==> src/rtl/symbol_transmitter_if.sv <==
// Payload symbol stream into the transmitter.
// Valid/ready handshake; the transmitter is the slave.
interface symbol_transmitter_if;
  logic [1:0] sym_in;
  logic       sym_valid;
  logic       sym_ready;

  modport master (
    output sym_in,
    output sym_valid,
    input  sym_ready
  );

  modport slave (
    input  sym_in,
    input  sym_valid,
    output sym_ready
  );
endinterface

==> src/rtl/symbol_transmitter.sv <==
// Framed QPSK sample source: preamble, FIFO payload, zero tail.
// Each symbol is held for SPS samples; output is {I, Q}.
module symbol_transmitter #(
  parameter int               SPS          = 4,
  parameter int               FIFO_DEPTH   = 8,
  parameter int               PREAMBLE_LEN = 8,
  parameter logic signed [15:0] AMP        = 16'sd11585
) (
  input  logic                 clk,
  input  logic                 rst_n,
  input  logic                 start,
  input  logic [15:0]          frame_len,
  symbol_transmitter_if.slave  sym,
  output logic [31:0]          out,
  output logic                 out_valid,
  output logic                 busy,
  output logic                 done,
  output logic                 underrun
);

  localparam int CW = (SPS > 1) ? $clog2(SPS) : 1;
  localparam int AW = $clog2(FIFO_DEPTH);

  typedef enum logic [1:0] {
    IDLE,
    PRE,
    PAY,
    TAIL
  } state_t;

  state_t state, state_nxt;

  logic [1:0]    mem [FIFO_DEPTH];
  logic [AW:0]   wr_ptr, rd_ptr;
  logic          full, empty;
  logic          push, pop;
  logic [CW-1:0] cnt;
  logic [15:0]   sym_cnt, flen;
  logic [15:0]   pay_nxt;
  logic          slot_start, slot_end;
  logic          pre_last;

  function automatic logic [31:0] map_sym(input logic [1:0] s);
    logic signed [15:0] i_v, q_v;
    i_v = s[1] ? -AMP : AMP;
    q_v = s[0] ? -AMP : AMP;
    return {i_v, q_v};
  endfunction

  assign empty = wr_ptr == rd_ptr;
  assign full  = (wr_ptr[AW] != rd_ptr[AW]) &&
                 (wr_ptr[AW-1:0] == rd_ptr[AW-1:0]);

  assign sym.sym_ready = !full;
  assign push = sym.sym_valid && !full;

  assign slot_start = cnt == '0;
  assign slot_end   = cnt == CW'(SPS - 1);
  assign pre_last   = sym_cnt == 16'(PREAMBLE_LEN - 1);

  assign pop = (state == PAY) && slot_start && !empty;

  // Count including a pop on this edge, so SPS=1 ends on time
  assign pay_nxt = sym_cnt + {15'd0, pop};

  assign busy = state != IDLE;

  always_ff @(posedge clk or negedge rst_n) begin
    if (!rst_n) begin
      state <= IDLE;
    end else begin
      state <= state_nxt;
    end
  end

  always_comb begin
    state_nxt = state;
    unique case (state)
      IDLE: begin
        if (start) state_nxt = PRE;
      end
      PRE: begin
        if (slot_end && pre_last)
          state_nxt = (flen == '0) ? TAIL : PAY;
      end
      PAY: begin
        if (slot_end && pay_nxt == flen) state_nxt = TAIL;
      end
      TAIL: begin
        if (slot_end) state_nxt = IDLE;
      end
      default: state_nxt = IDLE;
    endcase
  end

  always_ff @(posedge clk) begin
    if (push) mem[wr_ptr[AW-1:0]] <= sym.sym_in;
  end

  always_ff @(posedge clk or negedge rst_n) begin
    if (!rst_n) begin
      wr_ptr    <= '0;
      rd_ptr    <= '0;
      cnt       <= '0;
      sym_cnt   <= '0;
      flen      <= '0;
      out       <= '0;
      out_valid <= 1'b0;
      done      <= 1'b0;
      underrun  <= 1'b0;
    end else begin
      out_valid <= state != IDLE;
      // Only the tail exit leaves IDLE with out_valid still high
      done      <= out_valid && (state == IDLE);
      if (push) wr_ptr <= wr_ptr + 1'b1;
      if (pop)  rd_ptr <= rd_ptr + 1'b1;
      cnt <= (state == IDLE || slot_end) ? '0 : cnt + 1'b1;
      unique case (state)
        IDLE: begin
          out     <= '0;
          sym_cnt <= '0;
          if (start) begin
            flen     <= frame_len;
            underrun <= 1'b0;
          end
        end
        PRE: begin
          if (slot_start)
            out <= sym_cnt[0] ? map_sym(2'b11) : map_sym(2'b00);
          if (slot_end)
            sym_cnt <= pre_last ? '0 : sym_cnt + 16'd1;
        end
        PAY: begin
          if (slot_start) begin
            out <= empty ? '0 : map_sym(mem[rd_ptr[AW-1:0]]);
            if (empty) underrun <= 1'b1;
          end
          sym_cnt <= pay_nxt;
        end
        TAIL: begin
          if (slot_start) out <= '0;
        end
        default: out <= '0;
      endcase
    end
  end

endmodule

==> src/flat_wrapper.sv <==
// flat-port wrapper written by rule: the top's interface ports become plain ports
module symbol_transmitter_flat 
#(
  parameter int               SPS          = 4,
  parameter int               FIFO_DEPTH   = 8,
  parameter int               PREAMBLE_LEN = 8,
  parameter logic signed [15:0] AMP        = 16'sd11585
)
  (clk, rst_n, start, frame_len, out, out_valid, busy, done, underrun, sym_sym_in, sym_sym_valid, sym_sym_ready);
  symbol_transmitter_if sym_i ();
  input  logic clk;
  input  logic rst_n;
  input  logic start;
  input  logic [15:0] frame_len;
  output logic [31:0] out;
  output logic out_valid;
  output logic busy;
  output logic done;
  output logic underrun;
  input wire logic [$bits(sym_i.sym_in)-1:0] sym_sym_in;
  input wire logic [$bits(sym_i.sym_valid)-1:0] sym_sym_valid;
  output wire logic [$bits(sym_i.sym_ready)-1:0] sym_sym_ready;
  assign sym_i.sym_in = sym_sym_in;
  assign sym_i.sym_valid = sym_sym_valid;
  assign sym_sym_ready = sym_i.sym_ready;
  symbol_transmitter #(.SPS(SPS), .FIFO_DEPTH(FIFO_DEPTH), .PREAMBLE_LEN(PREAMBLE_LEN), .AMP(AMP)) u_core (.clk(clk), .rst_n(rst_n), .start(start), .frame_len(frame_len), .sym(sym_i), .out(out), .out_valid(out_valid), .busy(busy), .done(done), .underrun(underrun));
endmodule
==> config.mk <==
export PLATFORM = sky130hd
export DESIGN_NAME = symbol_transmitter_flat
export DESIGN_NICKNAME = d
export VERILOG_FILES = /design/src/rtl/symbol_transmitter_if.sv /design/src/rtl/symbol_transmitter.sv /design/src/flat_wrapper.sv
export SDC_FILE = /design/constraint.sdc
export NUM_CORES = 1
export LEC_CHECK = 0
export CAP_MARGIN = 20
export CORE_MARGIN = 4
export CORE_UTILIZATION = 25
export CTS_CLUSTER_SIZE = 28
export DETAILED_ROUTE_END_ITERATION = 8
export PLACE_DENSITY = 0.49
export RECOVER_POWER = 100
export SYNTH_ARGS = -nofsm -noshare
export SYNTH_HDL_FRONTEND = slang
export SYNTH_SLANG_ARGS = --single-unit
==> constraint.sdc <==
create_clock -name clk -period 7 [get_ports clk]
set_clock_uncertainty 0.15 [all_clocks]
set_input_delay 1.4 -clock clk [delete_from_list [all_inputs] [get_ports clk]]
set_output_delay 1.4 -clock clk [all_outputs]
set_load 0.02 [all_outputs]
---- Yosys cells after proc, flatten, opt, wreduce, memory -nomap -nowiden ----
Memories as Yosys holds them, arrays and structs flattened.
Index checks and enable logic that the tools add are counted.
cells by class
  add/sub/neg operators ................... 5
  equality and inequality tests ........... 18
  multiplexer cells ....................... 24
  reduce and logical (&&, ||, !) cells .... 21
operator list
  kind                                                   number
  2-to-1 mux 32 bit                                      5
  case mux 32 bit (4 select lines)                       1
  2-to-1 mux 16 bit                                      4
  case mux 16 bit (3 select lines)                       1
  adder 16 x 1 -> 16 bit                                 1
  adder 16 x 1 -> 16 bit, second input constant          1
  equality test 16 bit                                   1
  equality test 16 x 3 -> 1 bit, second input constant   1
  zero test 16 bit                                       1
  inequality test 2 x 1 -> 1 bit, second input constant  7
  2-to-1 mux 2 bit                                       5
  adder 4 x 1 -> 4 bit, second input constant            2
  case mux 2 bit (4 select lines)                        1
  AND reduction 4 bit                                    2
  logical AND 1 bit                                      7
  equality test 2 bit, second input constant             3
  2-to-1 mux 1 bit                                       6
  equality test 4 bit                                    1
  zero test 2 bit                                        2
  inequality test 2 bit, second input constant           2
  AND reduction 2 bit                                    2
  nonzero test 2 bit                                     2
  equality test 3 bit                                    1
  AND reduction 3 bit                                    1
  7 further kinds                                        8
storage, ports and cells
  bits in registers ....................... 79
  RAM bits ................................ 16
  input bits .............................. 22
  output and inout bits ................... 37
  logic and storage cells ................. 79
  memories kept ........................... 1
memories
  memory      words  width  read ports  clocked after Yosys merged registers in  wr ports  RTL line                  source
  u_core.mem  8      2      1           0                                        1         symbol_transmitter.sv:33  logic [1:0] mem [FIFO_DEPTH];

---- Longest topological paths before layout ----
Gate-level depths: netlist of run 1.
  depth in word-level cells ............... 8
  depth in mapped cells ................... 15
  gate-level depth less buffers ........... 14

---- Least setup slack after synthesis of run 1 ----
No wires, ideal clock.
  path type ............................... reg-to-reg
  start ................................... register u_core.rd_ptr[0]
  end ..................................... register u_core.state[0]
  setup time .............................. 125 ps
  arrival ................................. 3,506 ps
  required time ........................... 6,725 ps
  path slack .............................. 3,220 ps
  stages on the path, launching flop included .. 16
  buffers on the path ..................... 2
  period minus slack after synthesis ...... 3,780 ps
  path through ............................ dfrtp_1 > clkbuf_1 > xor2_1 > nor3_1 > a21oi_1 > and2_1 > clkbuf_1 > ha_1 > ha_1 > nand3_1 > nor2_1 > nand2_1 > or3_1 > a211oi_1 > a31oi_1 > mux2_2
on the way
  cells in the longest elaborated chain, start to end .. 8
ends and longest elaborated chain
  item                             RTL line                   source
  start: declaration               symbol_transmitter.sv:34   logic [AW:0] wr_ptr, rd_ptr;
  start signal: assignment         symbol_transmitter.sv:116  if (pop) rd_ptr <= rd_ptr + 1'b1;
  equality test 4 bit              symbol_transmitter.sv:50   assign empty = wr_ptr == rd_ptr;
  zero test 1 bit                  symbol_transmitter.sv:61   assign pop = (state == PAY) && slot_start && !empty;
  logical AND 1 bit                symbol_transmitter.sv:61
  adder 16 x 1 -> 16 bit           symbol_transmitter.sv:64   assign pay_nxt = sym_cnt + {15'd0, pop};
  equality test 16 bit             symbol_transmitter.sv:87   if (slot_end && pay_nxt == flen) state_nxt = TAIL;
  logical AND 1 bit                symbol_transmitter.sv:87
  inequality test 2 bit (no line)  n/a
  AND reduction 4 bit (no line)    n/a
  end signal: assignment           symbol_transmitter.sv:72   state <= state_nxt;
  end: declaration                 symbol_transmitter.sv:31   state_t state, state_nxt;
Every way passes these cells.
A chain may end at the register's enable or synchronous reset.

---- Worst setup path in the final report of run 1 ----
  start ................................... register u_core.state[0]
  end ..................................... register u_core.state[1]
on the way
  cells in the longest elaborated chain, start to end .. 8
  elaborated cells between the ends (all ways) .. 15
  classes of those cells .................. 1 x add/sub; 8 x eq/ne; 1 x mux; 5 x reduce/logical
ends and longest elaborated chain
  item                             RTL line
  equality test 2 bit              symbol_transmitter.sv:61, symbol_transmitter.sv:78
  logical AND 1 bit (2 in a row)   symbol_transmitter.sv:61
  adder 16 x 1 -> 16 bit           symbol_transmitter.sv:64
  equality test 16 bit             symbol_transmitter.sv:87
  logical AND 1 bit                symbol_transmitter.sv:87
  inequality test 2 bit (no line)  n/a
  AND reduction 4 bit (no line)    n/a
Several ways; a longest one is shown, not always the timed one.

==> run_results.csv, run 1 <==
group,metric,value,unit
layout,final_layout_size_suffix_gt1_frac,0.09503,
synth,syn-cell-area,4179,µm²
synth,synth_nets,473,
synth,yosysWarnings,0,
drt,drcViolationCount,0,
floorplanning,core_area,16470,µm²
critical_path,crit_type,"reg2reg",
sta,setup_tns,0,ns
critical_path,worstPathRequired,7.06,ns
critical_path,r2r_start,"u_core.state[0]",
synth,ys.flop_type,"dfrtp_1",
place,placed_cell_area,4738,µm²
drt,wl,10370,µm
pwr,clockPowerShare,0.215,
layout,nFillCells,1747,
place,place_congestion,0.8541,
sta,fin_crit_sh,0.7150,
critical_path,crit_path_max_fanout,23,
drt,drt_pre_antenna_iters,5,
sta,fin_crit,5.005,ns
floorplanning,die_w,137.3,µm
global_routing,grt_pass1_vias,3063,
hold_path,min_to,"u_core.cnt[0]",
floorplanning,start_util,0.2538,
synth,yosys.area_share.simple,0.1740,
sta,hold_viol,0,
job,cap_violations,1,
place,hpwlAfterDp,7879,µm
drt,drt_iter0_drc,228,
global_routing,grt.overflow.total,0,
clocking,cts_made_buffers,9,
clocking,clk_pin_slew,0.06,ns
synth,avgSynthCellArea,9.519,µm²
layout,syn2layout_area_growth,20.36,%
clocking,htreeDepth,3,
synth,synthArstFlopShare,0.7647,
floorplanning,die_area,18850,µm²
floorplanning,io_pins,59,
synth,synth.distinct_cells,47,
sta,tightest_slew,2.831,ns
synth,seq_area_frac_synth,0.4263,
sta,fmax,199.8,MHz
pwr,p_per_area,418.4,nW/µm²
clocking,post_cts_buffers,0,
pwr,switching_share,0.4198,
pwr,p_seq_frac,0.324,
synth,synth_mux_area_frac,0.08263,
critical_path,rr_worst_depth,14,
floorplanning,chipHeight,137.3,µm
synth,synth_edf_count,16,
synth,synth_xor_area_frac,0.06497,
clocking,postCtsHoldBufs,0,
drt,antenna_left,0,
synth,syn_inst,439,
pwr,p_comb_frac,0.462,
clocking,clk_latency,0.33,ns
critical_path,critPathArrivalTime,5.07,ns
clocking,cts_buffer_depth,2,
synth,synth_seq_cells,68,
layout,layout.nets,492,
synth,synth_compound_gate_area_share,0.1329,
global_routing,grt_pass1_wl,16590,µm
clocking,cts-resized-gates,0,
critical_path,reg2reg_slack,1.99,ns
critical_path,critPathCaptureType,"register",
run_status,violations,"max-capacitance violations, max-slew violations",
sta,rsz0062_at_grt,"no",
clocking,clkSinkCount,68,
layout,n_antenna_cell,0,
drt,drt-vias-per-instance,4.861,
floorplanning,rows,47,
clocking,cts-root-buf,"clkbuf_16",
sta,slew_viol_final,53,
sta,relSlewSlack,-0.8872,
layout,fin_area,5030,µm²
hold_path,hp-start,"u_core.cnt[0]",
pwr,leakage,1.985,nW
sta,setup_viol,0,
place,numPortBuffers,58,
global_routing,track_usage,0.1129,
hold_path,min_path_type,"reg2reg",
critical_path,regToRegEndpoint,"u_core.state[1]",
hold_path,hold_depth,1,
critical_path,critPathLaunchType,"register",
pwr,vdd_drop_max,0.1430,mV
synth,synth_top_family_by_area,"simple AND/OR/NAND/NOR gates",
global_routing,antenna_found_initial,0,
clocking,cts_tree,"yes",
synth,synthAdderAreaFrac,0.03593,
pwr,p_sw,0.0008835,W
pwr,p_int,0.001221,W
run_status,status,"complete, but fails checks",
global_routing,grt_start_max_net_pins,53,
drt,vias,3320,
drt,routedWlPerCell,15.18,µm
==> placed cells by master (no fill, tap or decap), types with 3 or more instances in the layout <==
master,instances
clkdlybuf4s50_1,16
mux2_2,20
or3_1,3
nand4_1,6
ha_1,12
xor2_1,16
edfxtp_1,16
dfrtp_1,52
nor3_1,15
mux2i_1,3
nand2b_1,5
and3_1,6
nand3_1,12
a21oi_1,30
xnor2_1,15
nor4_1,11
and2_1,4
nor2_1,31
o21ai_0,30
dlygate4sd3_1,41
a22oi_1,7
mux4_2,4
nor2b_1,5
inv_1,11
clkbuf_16,9
o221ai_1,3
a31oi_1,7
nand2_1,40
==> state kept, by name (all words and copies together) (netlist names) <==
signal            count
u_core.underrun       1
u_core.state          2
u_core.rd_ptr         4
u_core.done           1
u_core.out            5
u_core.cnt            2
u_core.out_valid      1
u_core.wr_ptr         4
u_core.mem           16
u_core.flen          16
u_core.sym_cnt       16
==> power by group through the flow <==
stage               clock network (W)  logic [W]  registers (W)
floorplan                           0   0.000766       0.000644
global placement                    0    0.00101       0.000689
detailed placement                  0    0.00101       0.000698
CTS                          0.000464    0.00101       0.000690
global route                 0.000481    0.00107       0.000708
finish                       0.000452   0.000971       0.000681
==> worst max-delay path by stage <==
stage | from | end | slack (ns) | cells after the start
4_1_cts | u_core.state[0] | u_core.state[1] | 2.07 | 14
2_1_floorplan | u_core.rd_ptr[0] | u_core.state[0] | 3.22 | 15
5_1_grt | u_core.state[0] | u_core.state[0] | 1.52 | 14
3_3_place_gp | u_core.state[0] | u_core.state[0] | 2.31 | 14
3_5_place_dp | u_core.state[0] | u_core.state[1] | 2.07 | 14
6_report | u_core.state[0] | u_core.state[1] | 1.99 | 14
==> critical path, stage by stage (launching register included) <==
cell and delay (ns):
dfrtp_1 0.43, inv_1 0.10, ha_1 0.68, inv_1 0.32, a21oi_1 0.38, and2_0 0.40
ha_1 0.33, ha_1 0.31, nand3_1 0.24, nor3_1 0.49, nand2_1 0.14, a211oi_1 0.21
a211oi_1 0.08, a31oi_1 0.23, mux2_2 0.37
==> final cells by class <==
class / instances / area, µm² / share of cell area
clock buffers: 9 / 225.2 / 0.04478
multi-input cells: 308 / 2044 / 0.4065
inverters: 11 / 41.29 / 0.008209
clock inverters: 7 / 75.07 / 0.01493
flip-flops and latches: 68 / 1782 / 0.3542
repair buffers: 60 / 586.8 / 0.1167
well taps: 220 / 275.3 / 0.05473
==> per-layer routing <==
metal	vias to the layer above	routed length, µm	GRT usage
li1	1588	-	-
met1	1600	5110	0.1650
met2	128	4594	0.1719
met3	4	580	0.01972
met4	0	80	0.02993
met5	-	0	0
==> synthesized netlist by cell type, types with 2 or more instances <==
master	number	area share
dfrtp_1	52	0.31
nand2_1	40	0.036
nor2_1	31	0.028
a21oi_1	30	0.036
o21ai_0	30	0.036
buf_4	27	0.049
mux2_2	20	0.054
clkbuf_1	16	0.014
edfxtp_1	16	0.11
xor2_1	16	0.034
nor3_1	15	0.018
xnor2_1	15	0.031
ha_1	12	0.036
nand3_1	12	0.014
inv_1	11	0.0099
nor4_1	11	0.016
a22oi_1	7	0.013
a31oi_1	7	0.010
buf_2	7	0.0084
and2_1	6	0.0090
and3_1	6	0.0090
nand4_1	6	0.0090
nand2b_1	5	0.0075
nor2b_1	5	0.0075
mux4_2	4	0.022
mux2i_1	3	0.0072
o221ai_1	3	0.0063
a211oi_1	2	0.0036
a41oi_1	2	0.0042
o21a_1	2	0.0036
o22a_1	2	0.0042
o22ai_1	2	0.0030
or3_1	2	0.0030
==> logic make-up (layout without fill, tap and decap cells) <==
family	after synthesis	after routing
AO/OA/AOI/OAI	93	93
buffers and inverters	63	87
multiplexers	27	27
flip-flops	68	68
XOR/XNOR	31	31
AND/OR/NAND/NOR	145	145
adder cells (fa/ha/maj)	12	12
==> stage by stage <==
step	hold WS, ns	util	worst slack, ns	power (W)	instances
after floorplan	0.2904	-	3.220	0.001409	439
after CTS	0.3270	0.3060	2.073	0.002166	683
after detailed placement	0.3216	0.2878	2.073	0.001706	667
after global placement	0.3071	0.2873	2.311	0.001695	666
final	0.3213	0.3055	1.995	0.002105	683
after global routing	0.3675	0.3055	1.522	0.002260	683
Power figures use the tool's default switching activity.
==> inputs of run 2 (changes only) <==
- clock period: 7 -> 4.69 ns (I/O delays scaled with it)
==> run_results.csv, run 2 (synthesis gave the netlist of run 1 again) <==
group,metric,value,unit
place,numPortBuffers,58,
clocking,clk_latency,0.34,ns
drt,vias,3310,
critical_path,path_buf_inv,2,
critical_path,startpoint,"u_core.state[0]",
critical_path,crit_top_cell,"ha_1",
global_routing,grt_pass1_wl,17760,µm
clocking,cts_buffer_depth,2,
critical_path,crit_type,"reg2reg",
sta,timing.hold.ws,0.3238,ns
sta,rsz0062_at_grt,"no",
floorplanning,chipHeight,137.3,µm
critical_path,max_stage_delay,0.43,ns
sta,fin_crit,4.109,ns
global_routing,track_usage,0.1211,
hold_path,min_to,"u_core.cnt[0]",
pwr,leakage,2.002,nW
global_routing,antenna_found_initial,0,
clocking,cts_made_buffers,9,
drt,drt_pre_antenna_iters,5,
critical_path,reg2reg_slack,0.58,ns
hold_path,hp-start,"u_core.cnt[0]",
clocking,clkSinkCount,68,
critical_path,worstPathRequired,4.76,ns
sta,fmax,243.3,MHz
clocking,htreeDepth,3,
run_status,violations,"max-capacitance violations, max-slew violations",
critical_path,r2r_start,"u_core.state[0]",
clocking,clk_pin_slew,0.06,ns
place,place_congestion,0.9061,
layout,final_common_cell,"dfrtp_1",
global_routing,grt_pass1_vias,3246,
pwr,power.total,0.003230,W
critical_path,critPathArrivalTime,4.18,ns
hold_path,min_path_type,"reg2reg",
sta,worst_slack,0.5805,ns
critical_path,path_cells,"inv_1 > ha_1 > inv_1 > a21oi_1 > and2_1 > ha_1 > ha_1 > nand3_1 > nor2_1 > nand2_1 > or3_1 > a211oi_1 > a31oi_1 > mux2_2",
sta,tightest_slew,2.775,ns
floorplanning,die_area,18850,µm²
floorplanning,die_w,137.3,µm
clocking,cts_tree,"yes",
critical_path,rr_worst_depth,14,
drt,drcViolationCount,0,
layout,nFillCells,1733,
layout,syn2layout_area_growth,21.17,%
layout,n_antenna_cell,0,
sta,fin_crit_sh,0.8762,
layout,final_cell_mix,"dfrtp_1 (52), nand2_1 (40), dlygate4sd3_1 (40)",
pwr,p_per_area,637.8,nW/µm²
global_routing,grt.overflow.total,0,
critical_path,regToRegEndpoint,"u_core.state[1]",
place,hpwlAfterDp,8054,µm
sta,relSlewSlack,-0.8500,
drt,routedWlPerCell,15.70,µm
drt,wl,10760,µm
floorplanning,io_pins,59,
critical_path,crit_path_max_fanout,7,
sta,slew_viol_final,53,
layout,final_util,0.3075,
pwr,vdd_drop_max,0.2970,mV
layout,layout.nets,494,
place,pre_cts_slack,0.6062,ns
run_status,status,"complete, but fails checks",
job,cap_violations,1,
hold_path,hold_depth,1,
floorplanning,core_area,16470,µm²
critical_path,cpMaxStageDelayCell,"dfrtp_1",
layout,final_layout_size_suffix_gt1_frac,0.09677,
drt,drt-vias-per-instance,4.832,
clocking,cts-root-buf,"clkbuf_16",
sta,setup_viol,0,
drt,antenna_left,0,
critical_path,cp_top_family,"simple AND/OR/NAND/NOR gates",
global_routing,grt_start_max_net_pins,53,
critical_path,critPathCaptureType,"register",
floorplanning,rows,47,
sta,hold_viol,0,
drt,drt_iter0_drc,252,
critical_path,critPathLaunchType,"register",
floorplanning,start_util,0.2538,
sta,setup_tns,0,ns
==> run 2: through the flow <==
stage | cells | cell area [µm²]
final | 685 | 5064
after global routing | 685 | 5064
after CTS | 685 | 5071
after detailed placement | 669 | 4753
after global placement | 669 | 4753
after floorplan | 439 | 4179
==> run 2: report_power, final <==
group / internal, W / switching, W
Sequential: 0.000787 / 0.000237
Clock: 0.000468 / 0.000258
Combinational: 0.000632 / 0.000847
Total: 0.00189 / 0.00134
==> run 2: worst max path at each step <==
stage                            endpoint  slack, ns  cells after the start
after global placement    u_core.state[0]       0.70                     13
after detailed placement  u_core.state[1]       0.61                     13
after global routing      u_core.state[0]       0.14                     13
after CTS                 u_core.state[1]       0.56                     13
after floorplan           u_core.state[0]       0.91                     15
final                     u_core.state[1]       0.58                     14
==> run 2: metal layers <==
layer	part of all wire	wire, µm	up-vias	global-route usage
li1	-	-	1598	-
met5	0	0	-	0
met3	0.049	531	14	0.02630
met1	0.49	5316	1587	0.1717
met4	0.021	221	0	0.04933
met2	0.44	4688	111	0.1787
==> run 2: layout make-up <==
type                       count  area, µm²  share of cell area
sequential                    68       1782              0.3519
clock buffer                  11      232.7             0.04596
timing repair buffer          62      598.1              0.1181
inverter                      11      41.29            0.008154
clock inverter                 5      85.08             0.01680
multi-input combinational    308       2049              0.4047
tap                          220      275.3             0.05436
==> run 2: worst register-to-register path: stages (launching register included) <==
cell      delay, ns
dfrtp_1        0.43
inv_1          0.10
ha_1           0.16
inv_1          0.14
a21oi_1        0.33
and2_1         0.31
ha_1           0.30
ha_1           0.33
nand3_1        0.26
nor2_1         0.33
nand2_1        0.09
or3_1          0.34
a211oi_1       0.25
a31oi_1        0.16
mux2_2         0.30
==> run 2: repair_timing <==
item	4_1_cts	5_1_grt
endpoints found under the setup margin	0	2
gates resized for setup	0	1
buffers inserted	0	0
hold buffers	0	0
